## src/rtl/hazard_ctrl.sv

```systemverilog
// Hazard unit for a five-stage pipeline: ALU forwarding, load-use and branch
// hazards, plus a RUN/MEMWAIT/TIMEOUT handshake with a slow data memory.
module hazard_ctrl (
   input  logic        clk,
   input  logic        rst,
   input  logic [4:0]  rs1D,
   input  logic [4:0]  rs2D,
   input  logic [4:0]  rs1E,
   input  logic [4:0]  rs2E,
   input  logic [4:0]  rdE,
   input  logic [1:0]  ResultSrcE,
   input  logic        PCSrcE,
   input  logic [4:0]  rdM,
   input  logic        RegWriteM,
   input  logic [4:0]  rdW,
   input  logic        RegWriteW,
   input  logic        mem_access_M,
   input  logic        mem_ready,
   output logic        StallF,
   output logic        StallD,
   output logic        StallE,
   output logic        StallM,
   output logic        FlushD,
   output logic        FlushE,
   output logic        FlushW,
   output logic [1:0]  ForwardAE,
   output logic [1:0]  ForwardBE,
   output logic        mem_req,
   output logic [1:0]  state,
   output logic [15:0] stall_cnt,
   output logic        mem_timeout
);

   typedef enum logic [1:0] {
      RUN     = 2'b00,
      MEMWAIT = 2'b01,
      TIMEOUT = 2'b10
   } state_t;

   state_t     state_q, state_d;
   logic [7:0] wait_cnt;
   logic       mem_stall;
   logic       lw_stall;

   // Memory stage has priority over Writeback because it holds the newer value.
   function automatic logic [1:0] fwd_sel(
      input logic [4:0] rs,
      input logic [4:0] rd_m,
      input logic       we_m,
      input logic [4:0] rd_w,
      input logic       we_w
   );
      if (we_m && (rd_m != 5'd0) && (rd_m == rs))
         return 2'b10;
      else if (we_w && (rd_w != 5'd0) && (rd_w == rs))
         return 2'b01;
      else
         return 2'b00;
   endfunction

   always_comb begin
      ForwardAE = 2'b00;
      ForwardBE = 2'b00;
      if (!rst) begin
         ForwardAE = fwd_sel(rs1E, rdM, RegWriteM, rdW, RegWriteW);
         ForwardBE = fwd_sel(rs2E, rdM, RegWriteM, rdW, RegWriteW);
      end
   end

   assign lw_stall = (ResultSrcE == 2'b01) && (rdE != 5'd0) &&
                     ((rdE == rs1D) || (rdE == rs2D));

   // NOTE: every signal assigned here gets a default first, so no path can
   // leave one unassigned and infer a latch.
   always_comb begin
      state_d   = state_q;
      mem_stall = 1'b0;
      mem_req   = 1'b0;
      StallF    = 1'b0;
      StallD    = 1'b0;
      StallE    = 1'b0;
      StallM    = 1'b0;
      FlushD    = 1'b0;
      FlushE    = 1'b0;
      FlushW    = 1'b0;

      case (state_q)
         RUN: begin
            mem_stall = mem_access_M && !mem_ready;
            mem_req   = mem_access_M;
            if (mem_stall)
               state_d = MEMWAIT;
         end
         MEMWAIT: begin
            mem_stall = mem_access_M && !mem_ready;
            mem_req   = 1'b1;
            if (mem_ready)
               state_d = RUN;
            else if (wait_cnt == 8'hFF)
               state_d = TIMEOUT;
         end
         TIMEOUT: begin
            mem_stall = 1'b1;
         end
         default: begin
            state_d = RUN;
         end
      endcase

      // Outputs are forced quiet while reset is held, even though the
      // registered state is already RUN.
      if (rst) begin
         mem_req = 1'b0;
      end else if (mem_stall) begin
         StallF = 1'b1;
         StallD = 1'b1;
         StallE = 1'b1;
         StallM = 1'b1;
         FlushW = 1'b1;
      end else if (PCSrcE) begin
         FlushD = 1'b1;
         FlushE = 1'b1;
      end else if (lw_stall) begin
         StallF = 1'b1;
         StallD = 1'b1;
         FlushE = 1'b1;
      end
   end

   // NOTE: state is updated with non-blocking assignments so every register
   // samples the pre-edge values, independent of statement order.
   always_ff @(posedge clk or posedge rst) begin
      if (rst) begin
         state_q     <= RUN;
         wait_cnt    <= 8'd0;
         stall_cnt   <= 16'd0;
         mem_timeout <= 1'b0;
      end else begin
         state_q <= state_d;

         if ((state_q == RUN) && (state_d == MEMWAIT))
            wait_cnt <= 8'd0;
         else if (state_q == MEMWAIT)
            wait_cnt <= wait_cnt + 8'd1;

         if (state_d == TIMEOUT)
            mem_timeout <= 1'b1;

         if (StallF && (stall_cnt != 16'hFFFF))
            stall_cnt <= stall_cnt + 16'd1;
      end
   end

   assign state = state_q;

endmodule

```

## config.mk

```make
export PLATFORM = sky130hd
export DESIGN_NAME = hazard_ctrl
export DESIGN_NICKNAME = d
export VERILOG_FILES = /design/src/rtl/hazard_ctrl.sv
export SDC_FILE = /design/constraint.sdc
export NUM_CORES = 1
export LEC_CHECK = 0
export BUFFER_PORTS_ARGS = -buffer_cell sky130_fd_sc_hd__buf_2
export CORE_ASPECT_RATIO = 2
export CORE_MARGIN = 3
export CORE_UTILIZATION = 40
export DETAILED_ROUTE_END_ITERATION = 6
export PLACE_DENSITY = 0.69
export REMOVE_ABC_BUFFERS = 1
export SETUP_SLACK_MARGIN = 0.1
export SYNTH_ARGS = -nofsm -noshare
export SYNTH_HDL_FRONTEND = slang
export SYNTH_SLANG_ARGS = --single-unit
export TNS_END_PERCENT = 10
```

## constraint.sdc

```tcl
create_clock -name clk -period 5.2 [get_ports clk]
set_clock_uncertainty 0.1 [all_clocks]
set_input_delay 1.56 -clock clk [delete_from_list [all_inputs] [get_ports clk]]
set_output_delay 1.56 -clock clk [all_outputs]
set_load 0.01 [all_outputs]
```

[Yosys cells after proc, flatten, opt, wreduce, memory -nomap -nowiden]
Cells that the tools add are included.
Operators by class
  $add $sub $neg: 2
  mux-type cells: 27
  reduce and logical (&&, ||, !) cells: 19
  eq/ne operators: 13
Operators with widths (count)
  5-bit == test: 6
  16-bit by 1-bit adder with 16-bit output, second input constant: 1
  8-bit 2-to-1 mux: 2
  16-bit != test, second input constant: 1
  1-bit 2-to-1 mux: 15
  5-bit nonzero test: 3
  2-bit 2-to-1 mux: 7
  1-bit logical AND: 11
  8-bit by 1-bit adder with 8-bit output, second input constant: 1
  8-bit == test, second input constant: 1
  2-bit by 1-bit == test with 1-bit output, second input constant: 3
  2-bit one-hot mux with 3 select lines: 1
  2-bit == test, second input constant: 2
  1-bit one-hot mux with 2 select lines: 2
  2-bit zero test: 1
  2-bit nonzero test: 1
  2-bit OR reduction: 1
  1-bit zero test: 1
  1-bit logical OR: 1
Word-level totals
  register bits after elaboration: 27

[Longest topological paths before layout]
  depth in word-level cells: 8
  mapped depth: 8
  gate-level depth less buffers: 7

[Worst setup path after synthesis]
No wires, ideal clock.
  path type: input-to-output
  start: in rst
  end: out ForwardAE[0]
  stages: 4
  buffers on the path: 0
  data required time: 3.540 ns
  data arrival time: 3.263 ns
  slack: 0.277 ns
  path through: inv_1 o211ai_1 or4_1 nor4_1
Between the ends
  word-level cells in the longest chain between the ends: 1
RTL lines
  start: declaration: line 5  | input logic rst,
  2-bit 2-to-1 mux: line 64  | if (!rst) begin
  end: declaration: line 26  | output logic [1:0] ForwardAE,
Every way passes these cells.

[Worst setup path in the final report]
  start: in rdM[1]
  end: out ForwardAE[0]
Between the ends
  word-level cells in the longest chain between the ends: 5
  elaborated cells on any way between the ends: 6
  those cells by class: eq/ne: 1; mux: 2; reduce/logical: 3
RTL lines
  start: declaration: line 13  | input logic [4:0] rdM,
  5-bit nonzero test: line 53  | if (we_m && (rd_m != 5'd0) && (rd_m == rs))
  1-bit logical AND: line 53
  1-bit logical AND *: line 53
  2-bit 2-to-1 mux *: line 53
  2-bit 2-to-1 mux *: line 64
Mark *: on every way between the ends. The rest lies on a longest branch, timed or not.

==> metrics.csv <==
metric;value;unit
end_kind;output pin;
first_pass_iters;4;
post-route-period-util;90.63;%
grt_usage;17.40;%
grt_pass1_vias;1643;
fin_tns_setup;0;ns
hpwl;3582;um
finalNetCount;310;
hold_viol_final;0;
ant_nets;0;
place_congestion;0.7598;
cts_sinks;27;
drive_above_1_share;32.70;%
cts_tree;yes;
fmax;212.2;MHz
clockBufferDepth;2;
max_stage_delay;0.52;ns
worstSetupPathType;input pin to output pin;
syn_area;1790;um^2
fill_cells;436;
wl_per_cell;13.85;um
clk_pin_slew_worst_paths;0.09;ns
path_max_fanout;4;
total_power;557.4;uW
hold_class;flip-flop to flip-flop;
final_cells;315;
drt_iter0_drc;17;
syn_inst;188;
drv_cap;0;
top_level_ports;75;
ys_seq_area_share;37.74;%
final_max_slew_viol_count;0;
yosys_warnings;0;
required;3.54;ns
std_cell_rows;33;
vdd_drop_max;167.8;uV
ctsResizeCount;0;
vias;1657;
max_slew_margin;43.29;%
setup_viol;0;
area_growth;25.72;%
synth_seq_cells;27;
grt_overflow_total;0;
dp.cells;311;
crit_chain;buf_2, or4_1, o21ai_1, nor3_1, nor4_1, buf_2;
postCtsSetupRepairBufs;0;
die_w;53.31;um
synth_cell_types;35;
slowest_stage;or4_1;
drc_errors;0;
drt_wl_total;4363;um
worstSetupStartpointType;input pin;
cellPowerDensity;247.6;nW/um^2
die-area;5364;um^2
leakagePower;1.097;nW
h-tree-depth;1;
start_util;42.51;%
io_buffers;74;
r2r_cells;7;
fp.coreArea;4212;um^2
drt-vias-per-instance;5.260;
grt_max_degree;31;
layout_min_cycle_time;4.713;ns
die_h;100.6;um
hold_depth;1;
arrival;3.05;ns
root_buffer;clkbuf_8;
hold_buffers;0;
diodes;0;
status;finished, final reports clean;
worst_pin_slew;0.8475;ns
grt_pass1_wl;7058;um
numCtsBuffers;3;
crit_top_cell;buf_2;
rsz0062_at_grt;no;
antenna_found_initial;0;
avgSynthCellArea;9.524;um^2
clock_latency;0.27;ns
[flip-flops by register name, summed over array words and instances, names as in the netlist]
register,count
stall_cnt,16
wait_cnt,8
state,2
mem_timeout,1
[cell usage after synthesis, drive strengths merged]
library cell,number,area (um^2)
o211a,1,10.01
o31ai,1,7.510
o21ai,5,36.28
nor2,18,70.07
and3,9,56.30
nor3b,1,18.77
or4,5,37.54
inv,1,3.750
nor2b,1,6.260
or2,1,6.260
mux2,2,26.27
xor2,26,227.7
nand2,14,52.55
nand4,8,50.05
a22oi,1,12.51
and4,3,26.28
nand4b,1,8.760
ha,2,25.02
nor4,4,25.02
dfrtp,27,675.7
a311o,1,10.01
o211ai,1,7.510
buf,5,35.03
nand3,12,60.06
nand3b,1,7.510
xnor2,24,210.2
and2,2,12.51
or3,1,11.26
nor3,7,35.03
nand2b,3,18.77
[path summary, 6_finish.rpt]
kind                                            endpoint                startpoint  slack [ns]
min in group asynchronous        mem_timeout$_DFFE_PP0N_                       rst        1.37
worst max-delay path                        ForwardAE[0]                    rdM[1]        0.49
worst min register to register   mem_timeout$_DFFE_PP0N_   mem_timeout$_DFFE_PP0N_        0.37
max in group asynchronous       stall_cnt[9]$_DFFE_PP0P_                       rst        3.35
worst max register to register  stall_cnt[1]$_DFFE_PP0P_  stall_cnt[0]$_DFFE_PP0P_        2.74
worst min-delay path             mem_timeout$_DFFE_PP0N_   mem_timeout$_DFFE_PP0N_        0.37
[cells by family after synthesis]
group | Yosys count | share of synthesized area (%)
AOI/OAI and AO/OA | 10 | 4.682
and+or+nand+nor | 91 | 28.09
xor gates and xnor gates | 50 | 24.46
muxes | 2 | 1.467
DFF | 27 | 37.74
buffers and inverters | 6 | 2.166
adders and majority gates | 2 | 1.397
[cell usage in the layout, fill, tap and decap left out]
cell,count
nor2b_1,1
or3_4,1
o21ai_1,1
buf_2,74
or2_2,1
o211a_1,1
dfrtp_1,27
nor2_1,17
o211ai_1,1
nor3_1,7
a311o_1,1
nand4_1,8
buf_4,2
mux2_4,1
clkbuf_8,3
inv_1,1
nor4_1,4
xor2_1,26
xnor2_1,24
nor3b_4,1
mux2_1,1
nand3_1,12
nand3b_1,1
o21ai_4,1
clkbuf_1,1
nand2b_1,3
ha_1,2
o31ai_1,1
a22oi_2,1
nand4b_1,1
and4_1,3
and3_1,9
or4_1,5
o21ai_0,3
nor2_2,1
and2_1,2
nand2_1,14
[worst max-delay path, delay by kind of cell]
family	cells	cell delay, ns
compound gates	1	0.28
buf+inv	2	0.30
simple gates	3	0.92
[cell type report]
class                   instances  area, um^2  area share (%)
repair buffers                 76       385.4           17.12
clock buffers                   4       45.04           2.001
inverters                       1       3.754          0.1668
multi-input cells             155        1076           47.80
flip-flops and latches         27       675.6           30.02
well taps                      52       65.06           2.890
[layer usage]
layer | routed length, um | global-route usage (%) | vias to the layer above | share of wire [%]
li1 | - | - | 803 | -
met1 | 1472 | 17.34 | 788 | 34
met2 | 2484 | 32.54 | 56 | 57
met3 | 235 | 2.370 | 10 | 5.4
met4 | 171 | 9.055 | 0 | 3.9
met5 | 0 | 0 | - | 0
[through the flow]
stage               utilization (%)  setup WS, ns  hold slack (ns)  cell area, um^2
global placement              52.38        0.5498           0.3501             2206
floorplan                         -        0.2773           0.3781             1755
finish                        53.45        0.4873           0.3747             2251
global route                  53.45        0.3860           0.3953             2251
CTS                           53.45        0.4828           0.3784             2251
detailed placement            52.38        0.4901           0.3543             2206
[power by group]
part / leakage (nW) / internal [mW] / total [mW] / switching, mW
registers: 0.358 / 0.242 / 0.279 / 0.0374
logic: 0.717 / 0.0765 / 0.160 / 0.0835
clock network: 0.0228 / 0.0549 / 0.118 / 0.0632
Note: power is estimated with default switching activity, not from simulation.
